File: src/rtl/pipeline_sequencer.sv
// pipeline_sequencer: instruction registers for stages 1..STAGES after fetch.
// Inserts interlock bubbles on read-after-write hazards, flushes on PC load,
// freezes on halt and counts inserted bubbles with a saturating counter.
module pipeline_sequencer #(
  parameter int INSTR_W = 16,
  parameter int STAGES  = 2,
  parameter int RADDR_W = 5,
  parameter int RD_LSB  = 8,
  parameter int RS1_LSB = 8,
  parameter int RS2_LSB = 3,
  parameter logic [INSTR_W-1:0] NOP_INSTR = '0
) (
  input  logic                      clk,
  input  logic                      reset,
  input  logic [INSTR_W-1:0]        instr,
  input  logic                      dec_wr,
  input  logic                      dec_rs1,
  input  logic                      dec_rs2,
  input  logic                      flush,
  input  logic                      halt,
  output logic [STAGES*INSTR_W-1:0] stage_instr,
  output logic [STAGES-1:0]         stage_valid,
  output logic [RADDR_W-1:0]        wr_addr,
  output logic                      wr_valid,
  output logic                      fetch_en,
  output logic [15:0]               bubble_cnt
);

  // Per-stage instruction, valid and write flags. Source-use flags are only
  // ever consulted while the instruction sits in stage 1, so only stage 1 keeps them.
  logic [INSTR_W-1:0] instr_q [1:STAGES];
  logic [STAGES:1]    vld_q;
  logic [STAGES:1]    wr_q;
  logic               rs1_q;
  logic               rs2_q;
  logic [15:0]        bubble_cnt_q;
  logic               hazard;

  function automatic logic [15:0] sat_inc(input logic [15:0] v);
    return (v == 16'hFFFF) ? v : v + 16'd1;
  endfunction

  // RAW check: stage 1 sources against every older in-flight writer (no bypass).
  always_comb begin
    hazard = 1'b0;
    for (int k = 2; k <= STAGES; k++) begin
      if (vld_q[1] && vld_q[k] && wr_q[k]) begin
        if (rs1_q && (instr_q[k][RD_LSB +: RADDR_W] == instr_q[1][RS1_LSB +: RADDR_W]))
          hazard = 1'b1;
        if (rs2_q && (instr_q[k][RD_LSB +: RADDR_W] == instr_q[1][RS2_LSB +: RADDR_W]))
          hazard = 1'b1;
      end
    end
  end

  // Stage registers: halt > flush > interlock bubble > normal advance.
  always_ff @(posedge clk or negedge reset) begin
    if (!reset) begin
      for (int k = 1; k <= STAGES; k++) instr_q[k] <= NOP_INSTR;
      vld_q        <= '0;
      wr_q         <= '0;
      rs1_q        <= 1'b0;
      rs2_q        <= 1'b0;
      bubble_cnt_q <= '0;
    end else if (!halt) begin
      if (flush) begin
        for (int k = 1; k <= STAGES; k++) instr_q[k] <= NOP_INSTR;
        vld_q <= '0;
        wr_q  <= '0;
        rs1_q <= 1'b0;
        rs2_q <= 1'b0;
      end else if (hazard) begin
        // stage 1 holds its reader; a bubble enters stage 2; older stages drain
        instr_q[2] <= NOP_INSTR;
        vld_q[2]   <= 1'b0;
        wr_q[2]    <= 1'b0;
        for (int k = 3; k <= STAGES; k++) begin
          instr_q[k] <= instr_q[k-1];
          vld_q[k]   <= vld_q[k-1];
          wr_q[k]    <= wr_q[k-1];
        end
        bubble_cnt_q <= sat_inc(bubble_cnt_q);
      end else begin
        instr_q[1] <= instr;
        vld_q[1]   <= 1'b1;
        wr_q[1]    <= dec_wr;
        rs1_q      <= dec_rs1;
        rs2_q      <= dec_rs2;
        for (int k = 2; k <= STAGES; k++) begin
          instr_q[k] <= instr_q[k-1];
          vld_q[k]   <= vld_q[k-1];
          wr_q[k]    <= wr_q[k-1];
        end
      end
    end
  end

  genvar g;
  for (g = 1; g <= STAGES; g++) begin : g_pack
    assign stage_instr[(g-1)*INSTR_W +: INSTR_W] = instr_q[g];
  end

  assign stage_valid = vld_q;
  assign wr_addr     = instr_q[STAGES][RD_LSB +: RADDR_W];
  assign wr_valid    = vld_q[STAGES] & wr_q[STAGES];
  assign fetch_en    = !halt && !hazard;
  assign bubble_cnt  = bubble_cnt_q;

endmodule

File: config.mk
export PLATFORM = sky130hd
export DESIGN_NAME = pipeline_sequencer
export DESIGN_NICKNAME = d
export VERILOG_FILES = /design/src/rtl/pipeline_sequencer.sv
export SDC_FILE = /design/constraint.sdc
export NUM_CORES = 1
export LEC_CHECK = 0
export CORE_MARGIN = 2
export CORE_UTILIZATION = 45
export CTS_CLUSTER_SIZE = 16
export DETAILED_ROUTE_END_ITERATION = 7
export PLACE_DENSITY = 0.81
export SLEW_MARGIN = 20
export SYNTH_ARGS = -nofsm -noshare
export SYNTH_HDL_FRONTEND = slang
export SYNTH_SLANG_ARGS = --single-unit
File: constraint.sdc
create_clock -name clk -period 2.8 [get_ports clk]
set_input_delay 0.28 -clock clk [delete_from_list [all_inputs] [get_ports clk]]
set_output_delay 0.28 -clock clk [all_outputs]
set_load 0.01 [all_outputs]
==> results by group <==
Critical path
  – CP endpoint: fetch_en
  – Sort of element at the end of the critical path: output port
  – Path type of the worst setup path: reg -> out
  – Startpoint types: register
  – Beginning of the critical path: stage_instr[25]
  – CP max FO: 5
  – Critical path data arrival time: 2200 ps
  – Endpoint of the most critical register-to-register path: stage_instr[12]
  – Depth of the worst register-to-register path: 6
  – R2R Path Start: stage_instr[25]
  – Required time worst endpoint: ~2500 ps
  – Worst setup slack for register-to-register paths: ~740 ps

Timing
  – Worst-margin pin slew: ~700 ps
  – Skew final: between 10 and 15 ps
  – Final Slew Violations: 0
  – Tmin final: about 2500 ps
  – Max_slew headroom: 0.539
  – Final cycle utilization of the critical path: 0.887
  – F_max: a little over 400 MHz
  – Setup TNS: 0 ps
  – Count of endpoints failing hold in the final timing report: 0
  – Total of endpoints with negative setup slack in the final report: 0
  – Unrepaired setup endpoints after global routing: false

Power and ir drop
  – Total Power: between 1.5 and 2 mW
  – Fraction of power spent switching nets: 0.248
  – Switching pwr: between 0.4 and 0.5 mW
  – Design internal power: 1.23 mW
  – Worst VDD drop: between 200 and 300 uV
  – Combinational group share of total power: 0.151
  – Relative contribution of sequential cells to total power: 0.526
  – Leakage: ~1.4 nW
  – Share of total power in the clock network: 0.323
  – PwrDens: 495 mW/mm^2

Global route
  – Number of global-route vias before repair: 1802
  – Global routing usage summed across all routing layers: 0.198
  – Pin count of the biggest net entering global routing: 36
  – Antenna violations before repair: 0
  – Global-route wire length before repair: 9250 um
  – Global-route congestion overflow total: 0

Yosys
  – Part of the Yosys area used for sequential elements: 0.575
  – Netlist area before placement: roughly 0.0023 sq mm
  – Count of mapped cells out of synthesis: around 190
  – Area share of the largest cell type after synthesis: 0.575
  – Synth Warn #: 0
  – Biggest area consumer among synthesized cells: dfrtp_1
  – Syn_nets: approximately 210
  – Mapped Avg Cell Area: 12.5 sq um
  – Netlist cell types: 29
  – Synthesized flop and latch total: 54
  – Area contributors post-synth: dfrtp_1 58%, a22o_1 13%, xnor2_1 5.6%

Detailed routing
  – Wire length reported by the detailed router: ~5500 um
  – Initial DRC count: 113
  – Total number of vias: between 1500 and 2000
  – Detailed-routing iteration count for the pre-antenna-repair pass: 4
  – WL per Instance: between 15 and 20 um
  – Remaining antenna violation count: 0
  – Post-detailed-route via-to-cell ratio: 5.37
  – Remaining DRCs: 0

CTS
  – Count of H-tree levels built during CTS: 2
  – Clock insertion delay at the later pin of the skew report: just over 300 ps
  – CTS tree: done
  – Post-CTS repair timing setup buffer count: 0
  – Number of buffers inserted during clock tree synthesis: 5
  – Hold buffers post-CTS: 1
  – Clock slew at the register clock pins of the worst setup and hold paths: between 100 and 150 ps
  – Clock tree buffer depth: 2
  – Cell at the root of the clock tree: clkbuf_8
  – Clock tree sinks: between 50 and 60
  – Post-cts sizing count: 0

Floorplan
  – Starting utilization of the core area: 0.463
  – Core Region: 0.00507 sq mm
  – Die span in y: between 70 and 80 um
  – Die width: around 76 um
  – Number of standard-cell rows in the floorplan: 26
  – Die area: 0.00582 sq mm
  – Number of placed I/O pins: 80

Placed design
  – Number of buffers added on ports: a little under 80
  – Number of instances in the placed design: around 330
  – Detailed-placement wirelength estimate: 3880 um
  – Post-Place Cell Area: between 0.003 and 0.004 sq mm
  – Placer Congestion: between 0.8 and 0.9

Finish
  – P&R area growth vs syn: 40.7%
  – Design area: roughly 0.0033 sq mm
  – Fin nets: 290
  – Utilization of the core after routing: 0.651
  – Final instance count without filler cells: roughly 340
  – Fraction of final layout cells sized beyond drive strength 1: 0.0749
  – Antenna diode count: 0

Status
  – Run status: complete, no violations

Flow run
  – Max Cap Viol: 0

Min path
  – Class of the worst hold path: in -> async
sequential cells by signal, indices dropped and copies added (netlist names):
signal and count:
stage_instr 32, bubble_cnt 16, stage_valid 2, wr_q 2, rs1_q 1, rs2_q 1
cell families (layout without fill, tap and decap cells):
kind of cell	Yosys count	in the layout	share of synthesized area
AND/OR/NAND/NOR	52	52	0.136
multiplexers	2	2	0.00958
flip-flops	54	54	0.575
buffers and inverters	15	94	0.0351
adder cells (fa/ha/maj)	1	1	0.00532
XOR/XNOR	24	24	0.0895
AO/OA/AOI/OAI	40	40	0.150
cell type report:
class / instances / area, sq um
Fill cell: 418 / 1770
Sequential cell: 54 / 1350
Multi-Input combinational cell: 119 / 916
Timing Repair Buffer: 85 / 833
Tap cell: 70 / 87.6
Clock buffer: 5 / 68.8
Clock inverter: 3 / 45.0
Inverter: 1 / 3.75
synth_stat cells:
| library cell | number |
|---|---|
| a21o_1 | 1 |
| a22o_1 | 36 |
| a22o_2 | 1 |
| and2_1 | 2 |
| and2_2 | 1 |
| and3_1 | 5 |
| and4_1 | 3 |
| and4bb_2 | 1 |
| buf_2 | 6 |
| buf_4 | 5 |
| clkbuf_1 | 3 |
| dfrtp_1 | 54 |
| ha_1 | 1 |
| inv_1 | 1 |
| mux2_2 | 2 |
| nand2_1 | 5 |
| nand2b_1 | 1 |
| nand3_1 | 5 |
| nand4_1 | 12 |
| nor2_1 | 6 |
| nor3_1 | 3 |
| nor3b_1 | 1 |
| nor4_1 | 5 |
| nor4_4 | 1 |
| o32a_1 | 1 |
| o32ai_1 | 1 |
| or3_1 | 1 |
| xnor2_1 | 15 |
| xor2_1 | 9 |
worst max-delay path, cell delays in order (launching register included):
cell and delay [ps]:
dfrtp_1 460, xnor2_1 200, nand4_1 210, nor3_1 440, nor3_1 100, clkdlybuf4s50_1 490
power by group through the flow:
stage                     Combinational (mW)  Clock (mW)  Sequential (mW)
final                                  0.247       0.528            0.860
after detailed placement               0.249           0            0.875
after global placement                 0.245           0            0.873
after CTS                              0.251       0.534            0.860
after global routing                   0.265       0.571            0.867
after floorplan                       0.0896           0            0.884
metrics by stage:
stage	setup slack, ps	hold WS, ps
2_1_floorplan	816	-15.6
3_3_place_gp	622	283
3_5_place_dp	545	286
4_1_cts	291	479
5_1_grt	142	498
6_report	317	461
how the worst min path moves through the flow:
stage / from / to / cells past startpoint
floorplan: reset / bubble_cnt[0] / 0
global placement: reset / stage_instr[20] / 1
detailed placement: reset / stage_instr[18] / 1
CTS: reset / stage_instr[18] / 2
global route: reset / stage_instr[18] / 2
finish: reset / stage_instr[18] / 2
per-layer routing:
metal,track usage,vias to the layer above,wire (um)
met3,0.0344,2,162
met5,0,-,0
met2,0.329,40,2720
li1,-,853,-
met1,0.268,915,2540
met4,0.0545,0,31
placed cells by master, fill, tap and decap left out, types with 2 or more instances in the layout:
cell type | synthesis | layout
clkdlybuf4s50_1 | 0 | 78
dfrtp_1 | 54 | 54
a22o_1 | 36 | 36
xnor2_1 | 15 | 15
nand4_1 | 12 | 12
xor2_1 | 9 | 9
nor2_1 | 6 | 6
nand2_1 | 5 | 5
and3_1 | 5 | 5
nor4_1 | 5 | 5
nand3_1 | 5 | 5
clkbuf_8 | 0 | 5
buf_4 | 5 | 5
nor3_1 | 3 | 3
and4_1 | 3 | 3
and2_1 | 2 | 2
mux2_2 | 2 | 2
clkinvlp_4 | 0 | 2
No activity file was read; power rests on OpenSTA's default activity.
